===== src/rtl/reg_port_sequencer.sv =====
// reg_port_sequencer
// Serialises operand reads and writebacks onto a shared two-port register
// file whose read data is registered inside the file. Reads walk
// IDLE -> READ -> CAPT -> RESP; writebacks walk IDLE -> WRITE.
//
// Build option: define REG_SEQ_ZERO_REG_EN to make register 0 read as zero
// and to drop writebacks that target it.
module reg_port_sequencer (
  input  logic       clk,
  input  logic       reset,
  input  logic       rd_req_valid,
  output logic       rd_req_ready,
  input  logic [4:0] rs1,
  input  logic [4:0] rs2,
  output logic       op_valid,
  input  logic       op_ready,
  output logic [7:0] op_a,
  output logic [7:0] op_b,
  input  logic       wb_valid,
  output logic       wb_ready,
  input  logic [4:0] wb_addr,
  input  logic [7:0] wb_data,
  output logic [4:0] rf_rA,
  output logic [4:0] rf_rB,
  output logic [7:0] rf_data_in,
  output logic       rf_we,
  input  logic [7:0] rf_outA,
  input  logic [7:0] rf_outB
);

  localparam logic [2:0] IDLE  = 3'd0;
  localparam logic [2:0] WRITE = 3'd1;
  localparam logic [2:0] READ  = 3'd2;
  localparam logic [2:0] CAPT  = 3'd3;
  localparam logic [2:0] RESP  = 3'd4;

  logic [2:0] state;
  logic [2:0] next_state;
  logic [4:0] wb_addr_q;
  logic [7:0] wb_data_q;
  logic [4:0] rs1_q;
  logic [4:0] rs2_q;
  logic       wb_to_zero;
  logic [7:0] cap_a;
  logic [7:0] cap_b;

`ifdef REG_SEQ_ZERO_REG_EN
  // Register 0 is hard-wired: its writebacks are swallowed, its reads are zero.
  assign wb_to_zero = (wb_addr == 5'd0);
  assign cap_a      = (rs1_q == 5'd0) ? 8'h00 : rf_outA;
  assign cap_b      = (rs2_q == 5'd0) ? 8'h00 : rf_outB;
`else
  assign wb_to_zero = 1'b0;
  assign cap_a      = rf_outA;
  assign cap_b      = rf_outB;
`endif

  // Next-state selection; writeback has priority over a read in IDLE.
  always_comb begin
    // NOTE: every combinational output gets a default first so no latch is inferred.
    next_state = state;
    case (state)
      IDLE: begin
        if (wb_valid)          next_state = wb_to_zero ? IDLE : WRITE;
        else if (rd_req_valid) next_state = READ;
      end
      WRITE:   next_state = IDLE;
      READ:    next_state = CAPT;
      CAPT:    next_state = RESP;
      RESP:    if (op_ready) next_state = IDLE;
      default: next_state = IDLE;
    endcase
  end

  // State register; reset abandons any operation in flight.
  always_ff @(posedge clk or posedge reset) begin
    // NOTE: sequential state uses non-blocking assignments so every flop samples pre-edge values.
    if (reset) state <= IDLE;
    else       state <= next_state;
  end

  // Request latches, loaded only on the accept edge in IDLE.
  always_ff @(posedge clk or posedge reset) begin
    // NOTE: the latches are reset so a stale address can never reach the file after reset.
    if (reset) begin
      wb_addr_q <= 5'd0;
      wb_data_q <= 8'h00;
      rs1_q     <= 5'd0;
      rs2_q     <= 5'd0;
    end else if (state == IDLE) begin
      if (wb_valid) begin
        wb_addr_q <= wb_addr;
        wb_data_q <= wb_data;
      end else if (rd_req_valid) begin
        rs1_q <= rs1;
        rs2_q <= rs2;
      end
    end
  end

  // Operand capture at the end of CAPT; held stable through RESP.
  always_ff @(posedge clk or posedge reset) begin
    if (reset) begin
      op_a <= 8'h00;
      op_b <= 8'h00;
    end else if (state == CAPT) begin
      op_a <= cap_a;
      op_b <= cap_b;
    end
  end

  // Handshake and register-file drive, decoded from the current state.
  always_comb begin
    wb_ready     = 1'b0;
    rd_req_ready = 1'b0;
    op_valid     = 1'b0;
    rf_we        = 1'b0;
    rf_rA        = 5'd0;
    rf_rB        = 5'd0;
    rf_data_in   = 8'h00;
    case (state)
      IDLE: begin
        wb_ready     = 1'b1;
        rd_req_ready = !wb_valid;
      end
      WRITE: begin
        rf_we      = 1'b1;
        rf_rA      = wb_addr_q;
        rf_data_in = wb_data_q;
      end
      READ, CAPT: begin
        rf_rA = rs1_q;
        rf_rB = rs2_q;
      end
      RESP:    op_valid = 1'b1;
      default: ;
    endcase
  end

endmodule


===== config.mk =====
export PLATFORM = sky130hd
export DESIGN_NAME = reg_port_sequencer
export DESIGN_NICKNAME = d
export VERILOG_FILES = /design/src/rtl/reg_port_sequencer.sv
export SDC_FILE = /design/constraint.sdc
export NUM_CORES = 1
export LEC_CHECK = 0
export ABC_AREA = 1
export CAP_MARGIN = 20
export CORE_ASPECT_RATIO = 1.25
export CORE_MARGIN = 8
export CORE_UTILIZATION = 52
export CTS_CLUSTER_DIAMETER = 200
export DETAILED_ROUTE_END_ITERATION = 12
export DONT_BUFFER_PORTS = 1
export PLACE_DENSITY = 0.78
export SYNTH_ARGS = -nofsm -noshare
export SYNTH_HDL_FRONTEND = slang
export SYNTH_SLANG_ARGS = --single-unit

===== constraint.sdc =====
create_clock -name clk -period 1.2 [get_ports clk]
set_clock_uncertainty 0.05 [all_clocks]
set_input_delay 0.24 -clock clk [delete_from_list [all_inputs] [get_ports clk]]
set_output_delay 0.24 -clock clk [all_outputs]
set_load 0.05 [all_outputs]

==> flow_metrics.tcl <==
set metrics [dict create \
    fin_cells 332 \
    wl_um 6220 \
    fin_area_um2 3234 \
    slew_viol_final 0 \
    setup_slack_ns -0.4607 \
    critPathKind "reg2out" \
    ys_ff_latch 42 \
    yosysWarnings 0 \
    min_period_ns 1.661 \
    vias 1806 \
    drive_above_1_share_pct 53.77 \
    cts_buffer_depth 2 \
    rows 25 \
    drc 0 \
    seq_area_frac_synth_pct 52.24 \
    ys.flop_type "dfrtp_1" \
    io_buffer_count 0 \
    max_stage_delay_ns 0.46 \
    synth_edf_count 0 \
    whs_ns 0.02353 \
    synth_area_um2 2012 \
    p_per_area_nw_per_um2 3407 \
    power_leakage_uw 0.001571 \
    io_pins 82 \
    final_nets 335 \
    clk_latency_ns 0.29 \
    status "finished, violations left" \
    cts_tree "done" \
    worst-path-buf-inv 2 \
    yosys.area.top_type_share_pct 52.24 \
    final_cell_mix "38 x nand2_1, 34 x dfrtp_1, 32 x inv_1" \
    cts_root_buf "clkbuf_8" \
    path_clk_slew_ns 0.08 \
    yosys.area.top_type "dfrtp_1" \
    mostFrequentLayoutCell "nand2_1" \
    fp.dieW_um 71.64 \
    fin_crit_sh_pct 138.4 \
    synth.avg_cell_area_um2 8.453 \
    crit_family "flip-flops" \
    critPathMaxFanout 5 \
    drt_iter0_drc 100 \
    syn_inst 238 \
    synth_nets 282 \
    fp.dieH_um 85.55 \
    min_path_type "in2reg" \
    tns_ns -13.79 \
    syn_to_final_growth_pct 60.76 \
    async_reset_ff_share_pct 100.0 \
    dpl.hpwl_um 3956 \
    setup_viol 57 \
    avgViaCountPerCell 5.440 \
    worst_ir_drop_vdd_uv 2369 \
    initial_utilization_pct 53.60 \
    antenna_cells 0 \
    cts.sinks 42 \
    critical_path_required_ns 0.91 \
    antenna_left 0 \
    gr-total-overflow 0 \
    rsz0062_at_grt "true" \
    place_area_um2 2710 \
    firstDrtPassIters 6 \
    antenna_found_initial 0 \
    slew_headroom_pct 65.08 \
    endpoint_kind "primary output" \
    synth_area_leaders "dfrtp_1 52%, nand2_1 14%, inv_1 6.3%, o21ai_2 5.7%, nand3_1 5.0%" \
    crit_slowest_cell "dfrtp_2" \
    fmaxAchievable_mhz 602.2 \
    worstMarginPinSlew_ns 0.5219 \
    grt_max_degree 27 \
    worstPathCellList "inv_4 -> nand3_4 -> nor2_2 -> buf_12" \
    cp-start-kind "register" \
    violations "setup timing" \
    grt_pass1_vias 1879 \
    hold_viol 0 \
    wl_per_cell_um 18.73 \
    dpl.cell_count 310 \
    max-cap-violations 0 \
    cts.htree.levels 2 \
    cts-buffers-inserted 5 \
    die_area_um2 6128 \
    ys_types 22 \
    gp_congestion 0.7670 \
    arrival_ns 1.37 \
    core_area_um2 3754 \
    grt_usage_pct 18.13 \
    grt_pass1_wl_um 8818 \
]
## per-stage QoR
stage	setup WS, ns	util [%]	total power, uW
global route	-0.5157	86.17	11560
finish	-0.4607	86.17	11020
global placement	-0.1964	72.20	8385
detailed placement	-0.2205	72.20	8550
floorplan	-0.3452	-	6838
CTS	-0.4422	79.57	10070
## synth_stat cells, types with 2 or more instances
master	count
nand3_4	2
inv_1	34
buf_2	3
buf_4	4
nor3_1	2
nand2_1	76
nand4_1	10
inv_2	2
buf_6	2
dfrtp_1	42
nand3_1	20
o21ai_2	13
nor2_1	17
o21ai_1	3
## worst paths after layout
| kind | startpoint | end | slack [ns] | cells after the start |
|---|---|---|---|---|
| worst max-delay path | state[1]$_DFFE_PP0P_ | rf_data_in[2] | -0.46 | 4 |
| worst min-delay path | rf_outA[5] | op_a[5]$_DFFE_PP0N_ | 0.02 | 2 |
| worst max register to register | state[1]$_DFFE_PP0P_ | rs2_q[1]$_DFFE_PP0P_ | -0.29 | 4 |
| worst min register to register | rs2_q[4]$_DFFE_PP0P_ | rs2_q[4]$_DFFE_PP0P_ | 0.43 | 2 |
| max in group asynchronous | reset | state[2]$_DFFE_PP0P_ | 0.28 | 3 |
| min in group asynchronous | reset | op_a[4]$_DFFE_PP0N_ | 0.37 | 2 |
## report_power, final
group | switching (uW) | internal [uW] | total, uW
combinational | 4380 | 2780 | 7170
clock | 459 | 410 | 869
sequential | 869 | 2120 | 2980
total | 5710 | 5310 | 11000
## registers in the layout, indices dropped and copies added, names as in the netlist
name,count
rs2_q,5
rs1_q,5
wb_addr_q,5
op_b,8
op_a,8
state,3
wb_data_q,8
## timing repair
| action | 4_1_cts | 5_1_grt |
|---|---|---|
| setup endpoints to repair | 68 | 62 |
| pin swaps | 3 | 9 |
| hold buffers | 1 | 0 |
| endpoints found under the hold margin | 16 | 0 |
| gates resized for setup | 33 | 42 |
| cloned | 1 | 4 |
| setup buffers | 4 | 4 |
## area by class of cell
type	count	area, um^2
repair buffers	54	723.2
inverters	37	161.4
fillers	196	519.2
flip-flops and latches	42	1061
clock inverters	2	13.76
multi-input cells	151	1152
well taps	40	50.05
clock buffers	6	72.57
## worst register-to-register path: stages, from the launching register on
cell and delay (ns):
dfrtp_2 0.46, nor2_1 0.44, nand3_2 0.27, nand2_1 0.13, nand2_1 0.05
## routing by layer
layer  wire [um]  vias to the layer above  share of wire, %  GRT usage (%)
li1            -                      845                 -              -
met1        2118                      862                34          18.47
met2        3420                       88                55          31.98
met3         531                       11               8.5          6.534
met4         150                        0               2.4          8.380
met5           0                        -                 0              0
## logic make-up (layout without fill, tap and decap cells)
group,Yosys count,after routing,synth area share [%]
AND/OR/NAND/NOR,131,134,29.79
AO/OA/AOI/OAI,17,17,6.654
flip-flops,42,42,52.24
buffers and inverters,48,99,11.32
(Power assumes the default switching activity.)
==> RTL change 1, RTL diff (same settings) <==
Make the reset (`reset`) synchronous in 3 clocked blocks.
--- a/src/rtl/reg_port_sequencer.sv
+++ b/src/rtl/reg_port_sequencer.sv
@@ -74,5 +74,5 @@
 
   // State register; reset abandons any operation in flight.
-  always_ff @(posedge clk or posedge reset) begin
+  always_ff @(posedge clk) begin
     // NOTE: sequential state uses non-blocking assignments so every flop samples pre-edge values.
     if (reset) state <= IDLE;
@@ -81,5 +81,5 @@
 
   // Request latches, loaded only on the accept edge in IDLE.
-  always_ff @(posedge clk or posedge reset) begin
+  always_ff @(posedge clk) begin
     // NOTE: the latches are reset so a stale address can never reach the file after reset.
     if (reset) begin
@@ -100,5 +100,5 @@
 
   // Operand capture at the end of CAPT; held stable through RESP.
-  always_ff @(posedge clk or posedge reset) begin
+  always_ff @(posedge clk) begin
     if (reset) begin
       op_a <= 8'h00;
Formal check against the unedited RTL: differs if reset is asserted again (counterexample within 4 cycles, from zero or initial values and one cycle with reset high); with reset held inactive, the same outputs for 10 cycles.
==> RTL change 1 against the original RTL <==
The run still ends with negative setup slack left; final cell count is 14% higher; die area is 6.5% lower; setup slack worse by 0.13 ns; design area is 6.5% lower; sequential cell count stayed put; critical path depth is 1 higher; area after synthesis is 8.1% lower; first-iteration DRC count is 140% higher; count of clock-buffer cells in the layout stayed put; routed wire length is 3.6% higher; synthesized cell count is 16% higher; highest routed layer unchanged.
Power is not compared: it rests on default switching activity, and its combinational part moved more than twofold at a synthesized area within 25%.
==> RTL change 1: results (changes against the original RTL) <==
| Metric | Value |
|---|---|
| Post-Place Setup Slack | -0.307 ns (-0.0867 ns) |
| DR pass1 iterations | 4 (-2) |
| Failing checks | negative setup slack |
| NumNets Final | 382 (+14%) |
| Top cells by area, synth | dfxtp_1 45%, nor2_1 19%, nand2_1 9.5%, inv_1 7.5%, o21ai_0 5.7% |
| Seq/Total Area, Yosys | 45.5% (-6.8 points) |
| Final setup viols | 47 (-18%) |
| CP max stage delay | 0.40 ns (-0.06 ns) |
| DP Wirelength | 3770 um (-4.6%) |
| WL/cell | 17.0 um (-9.0%) |
| Pin count of the biggest net entering global routing | 40 (+48%) |
| Synth unique cells | 17 (-23%) |
| Post-synth top cells | 96 x nor2_1, 47 x nand2_1, 42 x dfxtp_1 |
| WP data arrival | 1.50 ns (+0.13 ns) |
| Post-synthesis async set-or-reset flop share | 0% (-100 points) |
| First-pass GRT wire length | 9160 um (+3.9%) |
| Final setup margin | -0.590 ns (-0.129 ns) |
| Pleak | 1.36 nW |
| DR vias | 2048 (+13%) |
| GP Congestion | 0.779 (+1.5%) |
| Gr usage total | 19.6% (+1.4 points) |
| CP startpoint | state[0] |
| CP Max Fanout | 4 (-1) |
| Drt initial violations | 237 (+140%) |
| Syn Nets | 320 (+13%) |
| Share of cells above drive strength 1 | 35.4% (-18 points) |
| Hold path startpoint | wb_addr[2] |
| Status | finished with violations |
| Slowest-stage cell, CP | dfxtp_4 |
| HP Class | primary input to register |
| Vias in the first global route | 2058 (+9.5%) |
| Rel. slew slack | 83.9% (+19 points) |
RTL change 1: cell families (layout without fill, tap and decap cells):
logic type / count (synthesis) / in the layout / share of synthesized area (%)
AND/OR/NAND/NOR: 162 / 163 / 36.9
flip-flops: 42 / 42 / 45.5
buffers and inverters: 49 / 111 / 11.4
AO/OA/AOI/OAI: 23 / 23 / 6.22
RTL change 1: routing by layer:
layer,vias up,share of wire [%],global-route usage (%)
met5,-,0,0
met4,0,3.6,10.5
met1,935,36,18.7
met3,29,10,8.24
li1,957,-,-
met2,127,51,35.7
RTL change 1: worst paths after layout:
check                                endpoint  slack (ns)  cells after the start
worst max-delay path            rf_data_in[4]       -0.59                      5
worst min-delay path             wb_addr_q[2]        0.03                      2
worst max register to register       rs1_q[2]       -0.33                      8
worst min register to register       rs1_q[4]        0.44                      2
RTL change 1: repair_timing:
action | in CTS | in global routing
buffers inserted | 2 | 8
endpoints found under the setup margin | 63 | 61
resized for setup | 17 | 24
endpoints found under the hold margin | 3 | 0
hold buffers | 1 | 0
cloned | 2 | 0
pin swaps | 6 | 12
RTL change 1: final cells by class:
type                            count  area [um2]
Clock buffer                        6        82.6
Clock inverter                      2        60.1
Fill cell                         178         428
Inverter                           38         160
Multi-Input combinational cell    186        1020
Sequential cell                    42         850
Tap cell                           39        48.8
Timing Repair Buffer               65         807
RTL change 1: worst max-delay path: cells and delay by family, from the launching register on:
family                 cells  cell delay [ns]
and+or+nand+nor            2             0.24
buffers and inverters      3             0.57
DFF                        1             0.40
RTL change 1: per-stage QoR:
step	TNS, ns	std cells	power, mW	instance area [um2]
after floorplan	-6.41	276	2.36	2030
after global placement	-6.09	357	2.70	2650
after detailed placement	-8.83	357	2.74	2650
after CTS	-12.73	370	4.17	2900
after global routing	-18.11	378	4.50	3030
final	-16.05	378	4.33	3030
==> RTL change 2, RTL diff (same settings) <==
Made on the original files. Build with the macro `REG_SEQ_ZERO_REG_EN` defined.
--- a/src/rtl/reg_port_sequencer.sv
+++ b/src/rtl/reg_port_sequencer.sv
@@ -6,4 +6,6 @@
 // Build option: define REG_SEQ_ZERO_REG_EN to make register 0 read as zero
 // and to drop writebacks that target it.
+`define REG_SEQ_ZERO_REG_EN
+
 module reg_port_sequencer (
   input  logic       clk,
Function: changed (Yosys sat finds a counterexample within 4 cycles, from zero or initial values and one cycle with reset high).
==> RTL change 2 against the original RTL <==
The flow still finishes with violations (negative setup slack); area after synthesis rose by 1.1%; sequential cell count did not move; setup slack got worse by 0.21 ns; sequential power rose by 19%; synthesized cell count rose by 18%; design area fell by 5.3%; sequential share of layout area rose by 2.3 points; critical path depth rose by 2; power fell by 8.2%; routed wire length fell by 3.5%.
==> RTL change 2: results (changes against the original RTL) <==
| Metric | Value |
|---|---|
| Worst-case clock buffer depth | 2 (unchanged) |
| First-pass GRT wire length | 9740 um (+10%) |
| Root buf cell | clkbuf_8 |
| GP Congestion | 0.803 (+4.7%) |
| Clock latency on the worst-skew pair | 0.31 ns (+0.02 ns) |
| Top cells by area, synth | dfrtp_1 52%, nand2_1 23%, nor2_1 7.4%, inv_1 7.0%, nand4_1 3.1% |
| VDD IR max | 1.91 mV (-20%) |
| Vias per Instance | 5.14 (-5.5%) |
| Syn Nets | 324 (+15%) |
| Synth unique cells | 17 (-23%) |
| Failing checks | negative setup slack |
| DP Wirelength | 4090 um (+3.5%) |
| R2r worst-path depth | 8 (+4) |
| Clk pwr | 1.13 mW (+30%) |
| Met1 Usage GRT | 19.7% (+1.2 points) |
| NumNets Final | 375 (+12%) |
| Rel. slew slack | 73.5% (+8.4 points) |
| Post-synth top cells | 126 x nand2_1, 42 x dfrtp_1, 40 x nor2_1 |
| Worst reg2reg setup slack | -0.28 ns |
| Final Hold Viols | 0 (unchanged) |
| H-tree Lvls | 2 (unchanged) |
| Diodes inserted | 0 (unchanged) |
| Met2 wire len | 3210 um (-6.1%) |
| WP data arrival | 1.58 ns (+0.21 ns) |
| Final setup margin | -0.673 ns (-0.212 ns) |
| Top Layer Used | met4 |
| Hold depth | 2 (unchanged) |
| Met2 Resource Use GR | 36.4% (+4.4 points) |
| Delay-heaviest family, CP | flip-flops |
| Combinational power share | 53.7% (-11 points) |
| # fillers | 227 (+16%) |
| Met1 WL | 2150 um (+1.3%) |
| Drt initial violations | 60 (-40%) |
| DR vias | 1913 (+5.9%) |
| Gr usage total | 20.3% (+2.2 points) |
| Final setup viols | 63 (+11%) |
| Pleak | 1.55 nW (-1.3%) |
| Met3 Use GR | 8.75% (+2.2 points) |
| Cells after Synth | 280 (+18%) |
| Placed Cells | 352 (+14%) |
| Final wirelength | 6000 um (-3.5%) |
| Num CTS Buffers | 5 (unchanged) |
| Internal portion of total power | 4.86 mW (-8.4%) |
| Seq/Total Area, Yosys | 51.7% (-0.55 points) |
| Status | finished with violations |
| Setup TNS | -18.32 ns (-4.53 ns) |
| Vias in the first global route | 2049 (+9.0%) |
| DR WL met3 | 547 um (+3.0%) |
| Share of cells above drive strength 1 | 33.4% (-20 points) |
| Pin count of the biggest net entering global routing | 34 (+26%) |
| Post-Place Setup Slack | -0.346 ns (-0.125 ns) |
| DR pass1 iterations | 4 (-2) |
| HP Class | primary input to register |
[RTL change 2: cell types whose count changed in the layout (fill, tap and decap cells not counted), sizes merged, moves of 4 or more]
cell / change
nand2: +49
dlygate4sd3: +6
nand3: -17
o21ai: -15
buf: -6
nor2: +23
clkinvlp: +4
[RTL change 2: kinds of logic after synthesis]
family	count (synthesis)	synth area share, %
AOI/OAI and AO/OA	2	0.492
and+or+nand+nor	189	38.5
buffers and inverters	47	9.35
DFF	42	51.7
[RTL change 2: path summary, 6_finish.rpt]
| path | from | end |
|---|---|---|
| worst max-delay path | state[0] | rf_rB[4] |
| worst min register to register | rs2_q[0] | rs2_q[0] |
| worst min-delay path | wb_data[5] | wb_data_q[5] |
| worst max register to register | state[0] | wb_data_q[6] |
| min in group asynchronous | reset | op_a[5] |
| max in group asynchronous | reset | wb_data_q[5] |
[RTL change 2: cell type report]
class                   instances  area (um2)  area share [%]
clock inverters                 3        45.0            1.47
well taps                      40        50.0            1.63
inverters                      39         161            5.27
multi-input cells             191        1000            32.7
flip-flops and latches         42        1070            35.1
repair buffers                 52         662            21.6
clock buffers                   5        68.8            2.25
[RTL change 2: what timing repair did]
item                                    4_1_cts  5_1_grt
endpoints found under the hold margin        22        0
pin swaps                                    10        5
gates resized for setup                      42        9
hold buffers                                  7        0
endpoints found under the setup margin       79       64
setup buffers                                 5        3
[RTL change 2: metrics by stage]
stage	power (mW)	util, %	instance area, um2	hold WS, ns
after floorplan	6.46	-	2160	0.181
after global placement	8.12	71.5	2680	0.0743
after detailed placement	8.30	71.5	2680	0.0732
after CTS	9.98	80.4	3020	0.000960
after global routing	10.7	81.6	3060	0.00641
final	10.1	81.6	3060	0.00526
